===== src/rtl/recv_pkg.sv =====
// Shared types and defaults for the FIFO read-side byte packer.
// Optional partial-word timeout is enabled with the PACK_TIMEOUT_EN macro.
package recv_pkg;

   typedef enum logic [0:0] {
      FILL = 1'b0,
      FULL = 1'b1
   } state_e;

   localparam int DATA_W_DEF  = 8;
   localparam int PACK_N_DEF  = 4;
   localparam int TIMEOUT_DEF = 16;

   // Width of a counter that must hold every value from 0 up to and including n.
   function automatic int cnt_width(input int n);
      return $clog2(n + 1);
   endfunction

endpackage


===== src/rtl/pack_timer.sv =====
// Idle counter for the packer: pulses expired on the TIMEOUT-th consecutive idle cycle.
// Only instantiated when PACK_TIMEOUT_EN is defined.
module pack_timer
   import recv_pkg::*;
#(
   parameter int TIMEOUT = TIMEOUT_DEF
) (
   input  logic clk_r,
   input  logic reset,
   input  logic count_en,
   input  logic clear,
   output logic expired
);

   localparam int TW = cnt_width(TIMEOUT);

   logic [TW-1:0] idle_cnt;

   assign expired = count_en && !clear && (idle_cnt == TW'(TIMEOUT - 1));

   always_ff @(posedge clk_r or posedge reset) begin
      if (reset) begin
         idle_cnt <= '0;
      end else if (clear || expired) begin
         idle_cnt <= '0;
      end else if (count_en) begin
         idle_cnt <= idle_cnt + TW'(1);
      end
   end

endmodule


===== src/rtl/fifo_rd_packer.sv =====
// Reads bytes from a FIFO (data one cycle after rd_en) and packs PACK_N of them, first byte lowest.
// Define PACK_TIMEOUT_EN to flush partial words after TIMEOUT idle cycles.
module fifo_rd_packer
   import recv_pkg::*;
#(
   parameter int DATA_W  = DATA_W_DEF,
   parameter int PACK_N  = PACK_N_DEF,
   parameter int TIMEOUT = TIMEOUT_DEF
) (
   input  logic                     clk_r,
   input  logic                     reset,
   input  logic                     underflow,
   input  logic [DATA_W-1:0]        data_r,
   output logic                     rd_en,
   output logic [DATA_W*PACK_N-1:0] word_o,
   output logic [PACK_N-1:0]        word_keep,
   output logic                     word_valid,
   input  logic                     word_ready,
   output state_e                   state_dbg
);

   localparam int CNT_W = cnt_width(PACK_N);

   if (PACK_N < 2 || PACK_N > 8 || TIMEOUT < 1) begin : g_param_check
      $error("fifo_rd_packer: PACK_N must be 2..8 and TIMEOUT at least 1");
   end

   state_e           state;
   logic [CNT_W-1:0] issue_cnt;
   logic [CNT_W-1:0] cap_cnt;
   logic             rd_pend;
   logic             capture;
   logic             last_cap;
   logic             handshake;
   logic             flush;

   // Output handshake: a word transfers on any clk_r edge with word_valid && word_ready;
   // word_o/word_keep/word_valid never change while word_valid=1 and word_ready=0.
   assign handshake = word_valid && word_ready;

   // Reads are only issued in FILL; a read issued last cycle is always captured.
   assign rd_en    = !reset && (state == FILL) && !underflow && (issue_cnt < CNT_W'(PACK_N));
   assign capture  = rd_pend;
   assign last_cap = capture && (cap_cnt == CNT_W'(PACK_N - 1));

   assign state_dbg = state;

`ifdef PACK_TIMEOUT_EN
   logic idle;
   logic expired;

   assign idle = (state == FILL) && (cap_cnt != '0) && (cap_cnt < CNT_W'(PACK_N)) &&
                 !rd_pend && !rd_en;

   pack_timer #(
      .TIMEOUT (TIMEOUT)
   ) u_pack_timer (
      .clk_r    (clk_r),
      .reset    (reset),
      .count_en (idle),
      .clear    (capture || handshake),
      .expired  (expired)
   );

   assign flush = expired;
`else
   assign flush = 1'b0;
`endif

   always_ff @(posedge clk_r or posedge reset) begin
      if (reset) begin
         state      <= FILL;
         rd_pend    <= 1'b0;
         issue_cnt  <= '0;
         cap_cnt    <= '0;
         word_o     <= '0;
         word_keep  <= '0;
         word_valid <= 1'b0;
      end else begin
         rd_pend <= rd_en;
         if (rd_en) begin
            issue_cnt <= issue_cnt + CNT_W'(1);
         end
         case (state)
            FILL: begin
               if (capture) begin
                  for (int k = 0; k < PACK_N; k++) begin
                     if (cap_cnt == CNT_W'(k)) begin
                        word_o[k*DATA_W +: DATA_W] <= data_r;
                     end
                  end
                  cap_cnt <= cap_cnt + CNT_W'(1);
                  if (last_cap) begin
                     state      <= FULL;
                     word_valid <= 1'b1;
                     word_keep  <= '1;
                  end
               end else if (flush) begin
                  // Partial flush: keep marks only the lanes actually captured.
                  state      <= FULL;
                  word_valid <= 1'b1;
                  word_keep  <= PACK_N'((32'd1 << cap_cnt) - 32'd1);
               end
            end
            FULL: begin
               if (handshake) begin
                  state      <= FILL;
                  word_valid <= 1'b0;
                  word_keep  <= '0;
                  word_o     <= '0;
                  issue_cnt  <= '0;
                  cap_cnt    <= '0;
               end
            end
            default: state <= FILL;
         endcase
      end
   end

endmodule

===== config.mk =====
export PLATFORM = sky130hd
export DESIGN_NAME = fifo_rd_packer
export DESIGN_NICKNAME = d
export VERILOG_FILES = /design/src/rtl/recv_pkg.sv /design/src/rtl/pack_timer.sv /design/src/rtl/fifo_rd_packer.sv
export SDC_FILE = /design/constraint.sdc
export NUM_CORES = 1
export LEC_CHECK = 0
export ABC_AREA = 1
export BUFFER_PORTS_ARGS = -buffer_cell sky130_fd_sc_hd__buf_2
export CAP_MARGIN = 20
export CORE_MARGIN = 2
export CORE_UTILIZATION = 51
export CTS_BUF_LIST = sky130_fd_sc_hd__clkbuf_4 sky130_fd_sc_hd__clkbuf_8 sky130_fd_sc_hd__clkbuf_16
export CTS_CLUSTER_DIAMETER = 120
export DETAILED_ROUTE_END_ITERATION = 10
export PLACE_DENSITY_LB_ADDON = 0.1
export SLEW_MARGIN = 15
export SYNTH_ARGS = -nofsm -noshare
export SYNTH_HDL_FRONTEND = slang
export SYNTH_SLANG_ARGS = --single-unit
export TNS_END_PERCENT = 5

===== constraint.sdc =====
create_clock -name clk_r -period 1.3 [get_ports clk_r]
set_input_delay 0.26 -clock clk_r [delete_from_list [all_inputs] [get_ports clk_r]]
set_output_delay 0.26 -clock clk_r [all_outputs]
set_load 0.02 [all_outputs]

==> metrics.log <==
INFO  metric outcome = finished, violations left
INFO  metric violations = setup timing
INFO  metric clock_tree.root_cell = clkbuf_4
INFO  metric clock_tree.buffer_depth = 2
INFO  metric static_leak = 1.41 nW
INFO  metric post-route-min-period = between 1 and 1.5 ns
INFO  metric setup_tns = -1.73 ns
INFO  metric wl = approximately 4100 um
INFO  metric wire_length_of_the_first_global_routing_pass = about 6400 um
INFO  metric layout_worst_path_cycle_share = 1.14
INFO  metric route.detailed.drc = 0
INFO  metric synth-edff-count = 0
INFO  metric placed_cells_incl_taps = 306
INFO  metric cpLargestDelayFamily = flip-flops
INFO  metric finish.cell_count_without_fillers = between 300 and 400
INFO  metric proportion_of_netlist_area_held_by_the_largest_area_contributor = 0.568
INFO  metric number_of_vias_after_detailed_routing = 1588
INFO  metric globalplace.congestion = 0.870
INFO  metric routed-wl-met3 = roughly 200 um
INFO  metric via_per_inst = ~5
INFO  metric number_of_inserted_filler_cells_in_the_final_layout = 276
INFO  metric cp-start-kind = register
INFO  metric register_area = slightly above 0.001 sq mm
INFO  metric clock_sinks = 41
INFO  metric power.switching_fraction = 0.434
INFO  metric part_of_the_power_in_registers = 0.346
INFO  metric wl_per_cell = about 13 um
INFO  metric antenna_violations_before_repair = 0
INFO  metric chipHeight = between 60 and 70 um
INFO  metric max_cap_viol_count = 0
INFO  metric die_footprint = roughly 0.004 sq mm
INFO  metric nets_final = 289
INFO  metric synth_top_area_cell = dfrtp_1
INFO  metric setup-violations-final = 32
INFO  metric power.share.clock = 0.143
INFO  metric synth_area = between 0.0015 and 0.002 sq mm
INFO  metric fin_util = 0.741
INFO  metric cellPowerDensity = 2480 mW/mm^2
INFO  metric starting_density = 0.537
INFO  metric ios = 51
INFO  metric post_synth_num_cell_types = 20
INFO  metric route.layer.met1.wl = roughly 1800 um
INFO  metric clock_latency = ~0.35 ns
INFO  metric rows = 21
INFO  metric slew_headroom = 0.807
INFO  metric critical_path_buf_inv_count = 2
INFO  metric port_buffers = 50
INFO  metric maximum_level_of_the_cts_h_tree = 2
INFO  metric detailed_place_hpwl = between 2000 and 3000 um
INFO  metric synth_area_leaders = dfrtp_1 57%, nand2_1 15%, nand3_1 8.0%
INFO  metric setup.worst_path.end_class = output pin
INFO  metric grt_pass1_vias = between 1000 and 1500
INFO  metric grt.overflow.total = 0
INFO  metric fp.dieW = 63.5 um
INFO  metric timing.hold.worst.class = in2reg
INFO  metric worstSetupPathType = reg2out
INFO  metric part_of_the_total_power_dissipated_in_combinational_logic = 0.511
INFO  metric dr_wl_met2 = ~2100 um
INFO  metric holdWs = 0.0911 ns
INFO  metric critPathRequiredTime = 1.04 ns
INFO  metric critPathArrivalTime = roughly 1.2 ns
INFO  metric cts_made_buffers = 5
INFO  metric area_growth_syn_to_layout = 38.0%
INFO  metric cts_tree = done
INFO  metric number_of_detailed_route_iterations_in_the_first_pass = 4
INFO  metric cts.clk_slew.worst_paths = 0.11 ns
INFO  metric drive_gt1_frac = 0.382
INFO  metric placement.cell_area = 0.00221 sq mm
INFO  metric syn_area_per_cell = slightly below 9 sq um
INFO  metric groute.usage.overall = 0.206
INFO  metric crit_path_max_fanout = 2
INFO  metric internal-power = 0.00350 W
INFO  metric power.net_switching = approximately 0.0027 W
INFO  metric ys.warnings.count = 0
INFO  metric ys_seq_area_frac = 0.568
INFO  metric hold_depth = 2
INFO  metric synth.ff_latch_count = just over 40
INFO  metric ir_worst_vdd = 1.18 mV
INFO  metric timing.clock.skew = 0.00893 ns
INFO  metric achievable-frequency = approximately 680 MHz
INFO  metric timing.critical_path.slowest_stage_cell = dfrtp_1
INFO  metric final.setup.worst_slack = -0.178 ns
INFO  metric slew_worst_pin = between 0.2 and 0.3 ns
INFO  metric cpPeakStageDelay = 0.42 ns
INFO  metric syn_inst = 204
INFO  metric antennaDiodeCount = 0
INFO  metric hold_viol_final = 0
INFO  metric ff2ff_path_depth = 9
INFO  metric worst-path-stages = 3
INFO  metric rsz0062_at_grt = yes
INFO  metric ant_nets = 0
INFO  metric grt_start_max_net_pins = between 40 and 50
INFO  metric design.core.area = between 0.003 and 0.004 sq mm
INFO  metric multi_input_area = 800 sq um
INFO  metric dr.first_iter.drc_count = 87
INFO  metric dr.max_layer_used = met4
INFO  metric finalInstanceArea = ~0.0025 sq mm
INFO  metric ys.flop_type = dfrtp_1
INFO  metric total_nets_after_synthesis = approximately 220
INFO  metric final_max_slew_viol_count = 0
INFO  metric async_reset_ff_frac = 1.00
INFO  metric timing.critical_path.cells = buf_6 > nor4_4 > buf_4
==> cells in the final DEF, fill, tap and decap left out <==
cell           instances
nand2_4                8
o21ai_0                7
o22ai_1                1
buf_6                  9
dlygate4sd3_1          1
a21oi_1                2
dfrtp_1               41
nor2_1                 4
inv_4                  1
o21ai_1                3
ha_2                   1
a21boi_1               1
buf_4                  7
ha_1                   4
nand2_2                4
nand3_1               25
nand3b_1               1
ha_4                   1
nand2_1               65
clkbuf_8               1
inv_1                 13
nand3_4                1
nand3_2                4
buf_12                 3
nor2_2                 8
clkbuf_4               6
buf_2                 48
bufinv_16              1
nor4_4                 1
==> metal layers <==
layer  GRT usage  vias to the layer above
li1            -                      785
met1       0.262                      752
met2       0.345                       43
met3      0.0536                        8
met4      0.0652                        0
met5           0                        -
==> through the flow <==
step                      power [W]  setup slack [ns]
final                       0.00617            -0.178
after global routing        0.00659            -0.276
after CTS                   0.00588            -0.194
after detailed placement    0.00489           -0.0563
after global placement      0.00484          -0.00650
after floorplan             0.00392            0.0437
==> final cells by class <==
cell class,count,area share
Sequential cell,41,0.412
Multi-Input combinational cell,141,0.321
Timing Repair Buffer,68,0.186
Clock buffer,7,0.0236
Tap cell,46,0.0231
Inverter,14,0.0221
Clock inverter,1,0.0121
==> state kept, by name, indices dropped and copies added (netlist names) <==
name	cells
cap_cnt	3
state_dbg	1
word_keep	1
word_o	32
capture	1
issue_cnt	3
==> cells by family (layout without fill, tap and decap cells) <==
logic type	count (synthesis)	count (layout)	share of synthesized area
AOI/OAI and AO/OA	14	14	0.0409
adders and majority gates	6	6	0.0416
buffers and inverters	22	90	0.0638
DFF	41	41	0.568
and+or+nand+nor	121	121	0.286
==> cell usage after synthesis, types with 2 or more instances <==
master   number
nand2_2       4
nor2_1       11
buf_2         2
nand2_1      73
buf_4         4
a21oi_1       2
o21ai_0       9
buf_6         2
nand3_1      29
dfrtp_1      41
inv_1        13
ha_1          6
==> power by group through the flow <==
stage	combinational [W]	sequential (W)	clock, W
2_1_floorplan	0.00120	0.00272	0
3_5_place_dp	0.00273	0.00216	0
3_3_place_gp	0.00270	0.00214	0
6_report	0.00316	0.00213	0.000880
5_1_grt	0.00343	0.00219	0.000972
4_1_cts	0.00286	0.00213	0.000892
==> what timing repair did <==
action | 4_1_cts | 5_1_grt
pin swaps | 1 | 10
resized for setup | 12 | 33
endpoints found under the setup margin | 17 | 39
endpoints found under the hold margin | 41 | 0
hold buffers | 1 | 0
buffers inserted | 2 | 1
==> final timing paths <==
kind,startpoint,to,slack [ns]
setup / recovery,state_dbg$_DFF_PP0_,rd_en,-0.18
hold reg to reg,word_o[17]$_DFFE_PP0P_,word_o[17]$_DFFE_PP0P_,0.48
hold / removal,underflow,capture$_DFF_PP0_,0.09
min in group asynchronous,reset,cap_cnt[0]$_DFFE_PP0P_,0.53
setup reg to reg,state_dbg$_DFF_PP0_,word_o[7]$_DFFE_PP0P_,-0.08
max in group asynchronous,reset,state_dbg$_DFF_PP0_,0.57
(Power assumes the default switching activity.)
